--- config.mk ---
export PLATFORM = sky130hd
export DESIGN_NAME = vector_sweep_ctrl
export DESIGN_NICKNAME = d
export VERILOG_FILES = /design/src/rtl/vector_sweep_ctrl.sv
export SDC_FILE = /design/constraint.sdc
export NUM_CORES = 1
export LEC_CHECK = 0
export BUFFER_PORTS_ARGS = -buffer_cell sky130_fd_sc_hd__buf_2
export CORE_MARGIN = 5
export CORE_UTILIZATION = 35
export CTS_CLUSTER_DIAMETER = 200
export DETAILED_ROUTE_END_ITERATION = 16
export PLACE_DENSITY_LB_ADDON = 0.08
export SLEW_MARGIN = 20
export SYNTH_ARGS = -nofsm -noshare
export SYNTH_HDL_FRONTEND = slang
export SYNTH_SLANG_ARGS = --single-unit
--- constraint.sdc ---
create_clock -name CK -period 4.8 [get_ports CK]
set_input_delay 1.2 -clock CK [delete_from_list [all_inputs] [get_ports CK]]
set_output_delay 1.2 -clock CK [all_outputs]
set_load 0.005 [all_outputs]
--- src/rtl/vector_sweep_ctrl.sv ---
// Exhaustive input-vector sweep controller: drives every NIN-bit vector to a DUT,
// records each single-bit response, and compacts the responses into a 16-bit MISR signature.
module vector_sweep_ctrl #(
    parameter int unsigned NIN    = 3,
    parameter int unsigned SETTLE = 1,
    parameter logic [15:0] SEED   = 16'hFFFF
) (
    input  logic                 CK,
    input  logic                 reset,
    input  logic                 start,
    input  logic                 abort,
    input  logic [15:0]          golden,
    input  logic                 dut_out,
    output logic [NIN-1:0]       vec_out,
    output logic                 vec_valid,
    output logic                 cap_valid,
    output logic                 busy,
    output logic                 done,
    output logic [2**NIN-1:0]    resp_map,
    output logic [15:0]          signature,
    output logic                 match,
    output logic                 mismatch
);

    localparam int unsigned  NVEC       = 2**NIN;
    localparam logic [NIN:0] LAST_IDX   = (NIN+1)'(NVEC - 1);
    localparam logic [3:0]   SETTLE_CNT = 4'(SETTLE);

    typedef enum logic [2:0] {
        ST_IDLE,
        ST_APPLY,
        ST_WAIT,
        ST_CAPTURE,
        ST_DONE
    } state_t;

    state_t             state_q, state_d;
    logic [NIN:0]       idx_q, idx_d;
    logic [3:0]         cnt_q, cnt_d;
    logic [NVEC-1:0]    resp_q, resp_d;
    logic [15:0]        sig_q, sig_d;
    logic               fb;

    always_ff @(posedge CK or negedge reset) begin
        if (!reset) begin
            state_q <= ST_IDLE;
            idx_q   <= '0;
            cnt_q   <= '0;
            resp_q  <= '0;
            sig_q   <= SEED;
        end else begin
            state_q <= state_d;
            idx_q   <= idx_d;
            cnt_q   <= cnt_d;
            resp_q  <= resp_d;
            sig_q   <= sig_d;
        end
    end

    assign fb = sig_q[15] ^ sig_q[13] ^ sig_q[12] ^ sig_q[10];

    always_comb begin
        state_d = state_q;
        idx_d   = idx_q;
        cnt_d   = cnt_q;
        resp_d  = resp_q;
        sig_d   = sig_q;
        unique case (state_q)
            ST_IDLE: begin
                if (start && !abort) begin
                    state_d = ST_APPLY;
                    idx_d   = '0;
                    resp_d  = '0;
                    sig_d   = SEED;
                end
            end
            ST_APPLY: begin
                if (abort) begin
                    state_d = ST_IDLE;
                end else if (SETTLE == 0) begin
                    state_d = ST_CAPTURE;
                end else begin
                    state_d = ST_WAIT;
                    cnt_d   = SETTLE_CNT;
                end
            end
            ST_WAIT: begin
                if (abort) begin
                    state_d = ST_IDLE;
                end else begin
                    cnt_d = cnt_q - 4'd1;
                    if (cnt_q == 4'd1) begin
                        state_d = ST_CAPTURE;
                    end
                end
            end
            ST_CAPTURE: begin
                // An abort here discards the in-flight response rather than capturing it.
                if (abort) begin
                    state_d = ST_IDLE;
                end else begin
                    resp_d[idx_q[NIN-1:0]] = dut_out;
                    sig_d = {sig_q[14:0], fb ^ dut_out};
                    if (idx_q == LAST_IDX) begin
                        state_d = ST_DONE;
                    end else begin
                        idx_d   = idx_q + 1'b1;
                        state_d = ST_APPLY;
                    end
                end
            end
            ST_DONE: begin
                if (abort) begin
                    state_d = ST_IDLE;
                end else if (start) begin
                    state_d = ST_APPLY;
                    idx_d   = '0;
                    resp_d  = '0;
                    sig_d   = SEED;
                end
            end
            default: begin
                state_d = ST_IDLE;
            end
        endcase
    end

    assign busy      = (state_q == ST_APPLY) || (state_q == ST_WAIT) || (state_q == ST_CAPTURE);
    assign vec_valid = busy;
    assign cap_valid = (state_q == ST_CAPTURE);
    assign done      = (state_q == ST_DONE);
    // Vector is derived from idx, which only moves on the edge entering APPLY.
    assign vec_out   = busy ? idx_q[NIN-1:0] : '0;
    assign resp_map  = resp_q;
    assign signature = sig_q;
    assign match     = done && (sig_q == golden);
    assign mismatch  = done && (sig_q != golden);

endmodule

==> metrics.txt <==
# TYPE chip_impl_metric gauge
chip_impl_info{name="status",value="finished clean"} 1
chip_impl_metric{name="avgViaCountPerCell",unit=""} 5.107
chip_impl_metric{name="post_drt_wl_per_cell",unit="um"} 14.77
chip_impl_metric{name="drt_iter0_markers",unit=""} 93
chip_impl_metric{name="timing.setup.tns",unit="ns"} 0
chip_impl_metric{name="worst-slew-pin-transition",unit="ns"} 0.9627
chip_impl_metric{name="max_freq",unit="MHz"} 279.9
chip_impl_metric{name="h_tree_level_count",unit=""} 2
chip_impl_metric{name="clkTransAtPathRegs",unit="ns"} 0.07
chip_impl_metric{name="die_area",unit="mm2"} 0.007024
chip_impl_metric{name="synth_async_sr_flop_share",unit=""} 1.000
chip_impl_metric{name="total_global_routing_track_utilization",unit=""} 0.1339
chip_impl_metric{name="synth_area",unit="mm2"} 0.001907
chip_impl_metric{name="die_y",unit="um"} 83.81
chip_impl_info{name="dominantRegCellSynth",value="dfrtp_1"} 1
chip_impl_metric{name="core-area",unit="mm2"} 0.005205
chip_impl_metric{name="row_count",unit=""} 26
chip_impl_metric{name="signal_arrival_time_at_the_worst_endpoint",unit="ns"} 2.37
chip_impl_info{name="rsz0062_at_grt",value="false"} 1
chip_impl_metric{name="ctsLongestPathBuffers",unit=""} 2
chip_impl_metric{name="antenna_found_initial",unit=""} 0
chip_impl_info{name="synth_top_cells_by_area",value="dfrtp_1, dfstp_2, xnor2_1"} 1
chip_impl_metric{name="slew_headroom",unit=""} 0.3582
chip_impl_info{name="timing_worst_setup_path_type",value="in2out"} 1
chip_impl_metric{name="synth_largest_type_area_fraction",unit=""} 0.2493
chip_impl_metric{name="total_leakage_power",unit="nW"} 0.9835
chip_impl_metric{name="setup_ws_post_layout",unit="ns"} 1.227
chip_impl_metric{name="reg2reg_setup_slack",unit="ns"} 2.29
chip_impl_metric{name="port_buffers",unit=""} 53
chip_impl_metric{name="synthesized_instance_count",unit=""} 190
chip_impl_metric{name="vdd_ir_drop_max",unit="uV"} 163.4
chip_impl_metric{name="cts-resized-gates",unit=""} 0
chip_impl_metric{name="skew",unit="ns"} 0.006411
chip_impl_metric{name="instances_no_fill",unit=""} 309
chip_impl_info{name="min-delay-path-class",value="reg2reg"} 1
chip_impl_metric{name="fraction_of_the_yosys_area_taken_by_sequential_cells",unit=""} 0.4698
chip_impl_metric{name="synth_area_per_cell",unit="um2"} 10.04
chip_impl_metric{name="via_count",unit=""} 1578
chip_impl_metric{name="antenna_diode_count",unit=""} 0
chip_impl_metric{name="dp_cells",unit=""} 301
chip_impl_metric{name="report.final.hold_viol_count",unit=""} 0
chip_impl_metric{name="detail_route.wirelength",unit="um"} 4563
chip_impl_metric{name="grt_max_degree",unit=""} 36
chip_impl_metric{name="areaGrowthSynthToFinish",unit="%"} 20.14
chip_impl_metric{name="min_delay_path_depth",unit=""} 2
chip_impl_metric{name="number_of_synthesized_flops_with_an_enable_pin",unit=""} 0
chip_impl_metric{name="initial_core_util",unit=""} 0.3663
chip_impl_metric{name="drt_pass1_iterations",unit=""} 4
chip_impl_metric{name="antenna_left",unit=""} 0
chip_impl_metric{name="gp_congestion",unit=""} 0.7693
chip_impl_metric{name="critPathRequiredTime",unit="ns"} 3.60
chip_impl_info{name="critPathCaptureType",value="output pin"} 1
chip_impl_metric{name="yosys_warnings",unit=""} 0
chip_impl_metric{name="worstPathMaxFanout",unit=""} 2
chip_impl_metric{name="max-cap-violations",unit=""} 0
chip_impl_metric{name="detail_route.drc_violations",unit=""} 0
chip_impl_metric{name="place_worst_setup_slack",unit="ns"} 1.198
chip_impl_metric{name="cts_made_buffers",unit=""} 5
chip_impl_metric{name="finalSetupViolCount",unit=""} 0
chip_impl_metric{name="yosys_register_bits",unit=""} 35
chip_impl_metric{name="cellPowerDensity",unit="mW/mm2"} 328.1
chip_impl_metric{name="cts.sink_count",unit=""} 35
chip_impl_info{name="min_to",value="resp_map[0]$_DFFE_PN0P_"} 1
chip_impl_info{name="synth_most_common_cell",value="xnor2_1"} 1
chip_impl_metric{name="cts.hold.buffers_added",unit=""} 0
chip_impl_metric{name="io_pins",unit=""} 54
chip_impl_info{name="worst_setup_path_start_kind",value="input port"} 1
chip_impl_metric{name="post_detail_place_hpwl",unit="um"} 3251
chip_impl_metric{name="clock_latency",unit="ns"} 0.28
chip_impl_metric{name="finish.net_count",unit=""} 262
chip_impl_metric{name="p_total",unit="mW"} 0.7517
chip_impl_metric{name="synth_unique_cells",unit=""} 42
chip_impl_info{name="synth_top_cell_by_area",value="dfrtp_1"} 1
chip_impl_metric{name="drv_slew",unit=""} 0
chip_impl_info{name="tritoncts",value="done"} 1
chip_impl_metric{name="first_global_vias",unit=""} 1520
chip_impl_metric{name="die-width",unit="um"} 83.81
chip_impl_metric{name="layout-drive-gt1-share",unit=""} 0.3305
chip_impl_info{name="min_from",value="resp_map[0]$_DFFE_PN0P_"} 1
chip_impl_metric{name="worst_r2r_path_depth",unit=""} 4
chip_impl_metric{name="grt_pass1_wl",unit="um"} 7769
chip_impl_info{name="worst_r2r_src",value="state_q[0]$_DFFE_PN0P_"} 1
chip_impl_info{name="timing.rr.end",value="resp_map[1]$_DFFE_PN0P_"} 1
chip_impl_info{name="synth_top_cells_by_count",value="xnor2_1, dfrtp_1, dfstp_2, o22a_1, o21ai_1"} 1
chip_impl_metric{name="synth_fp_nets",unit=""} 214
chip_impl_metric{name="post-route-period-util",unit=""} 0.7444
chip_impl_info{name="cts-root-buf",value="clkbuf_8"} 1
chip_impl_metric{name="postCtsSetupRepairBufs",unit=""} 0
chip_impl_metric{name="period_needed",unit="ns"} 3.573
chip_impl_metric{name="grt.overflow.total",unit=""} 0
==> routing by layer <==
layer	track usage	vias to the layer above	routed length (um)
met5	0	-	0
met4	0.03070	0	51
met3	0.04541	5	299
met2	0.1909	46	1978
met1	0.1946	741	2234
li1	-	786	-
==> worst max-delay path by stage <==
stage | end | slack, ns | cells past startpoint | startpoint
floorplan | match | 1.70 | 4 | golden[14]
global placement | match | 1.19 | 6 | golden[4]
detailed placement | match | 1.20 | 6 | golden[4]
CTS | match | 1.19 | 6 | golden[14]
global route | match | 1.10 | 6 | golden[0]
finish | match | 1.23 | 6 | golden[14]
==> where the power goes <==
group          switching [mW]  total, mW  internal [mW]
Clock                   0.105      0.221          0.116
Combinational          0.0888      0.163         0.0743
Sequential             0.0473      0.368          0.320
==> cells in the final DEF, fill, tap and decap left out, drive strengths merged, types with 3 or more instances in the layout <==
cell type  count
nor3           4
nand3          5
buf           53
a21oi          8
inv            7
nand4          4
and2           5
dfstp         16
xnor2         20
a22o           4
o22a          16
dfrtp         19
ha             3
o21ai         19
nor2           9
nand3b         3
clkbuf         7
nand2         11
==> critical path, stage by stage <==
cell,delay [ns]
buf_2,0.10
xnor2_1,0.16
nand4_1,0.11
nor4_1,0.51
and2_1,0.19
buf_2,0.10
==> kinds of logic after synthesis <==
logic type               count (synthesis)  share of synthesized area
XOR/XNOR                                21                    0.09646
AO/OA/AOI/OAI                           59                     0.2139
multiplexers                             1                   0.005250
flip-flops                              35                     0.4698
adder cells (fa/ha/maj)                  3                    0.01969
AND/OR/NAND/NOR                         52                     0.1496
buffers and inverters                   19                    0.04527
==> area by class of cell <==
cell class              count  area, um2
fillers                   547       2914
repair buffers             53      265.3
multi-input cells         136      924.6
clock inverters             1      5.005
clock buffers               7      86.33
well taps                  70      87.58
flip-flops and latches     35      895.9
inverters                   7      26.28
==> state kept, by name, indices dropped and copies added, names as in the netlist <==
signal     count
signature     16
resp_map       8
cnt_q          4
idx_q          4
state_q        3
==> through the flow <==
| stage | cell area, um2 | util | hold slack [ns] |
|---|---|---|---|
| floorplan | 1907 | - | 0.4628 |
| global placement | 2200 | 0.4226 | 0.4734 |
| detailed placement | 2200 | 0.4226 | 0.4657 |
| CTS | 2291 | 0.4401 | 0.4823 |
| global route | 2291 | 0.4401 | 0.5209 |
| finish | 2291 | 0.4401 | 0.4765 |
No activity file was read; power rests on OpenSTA's default activity.
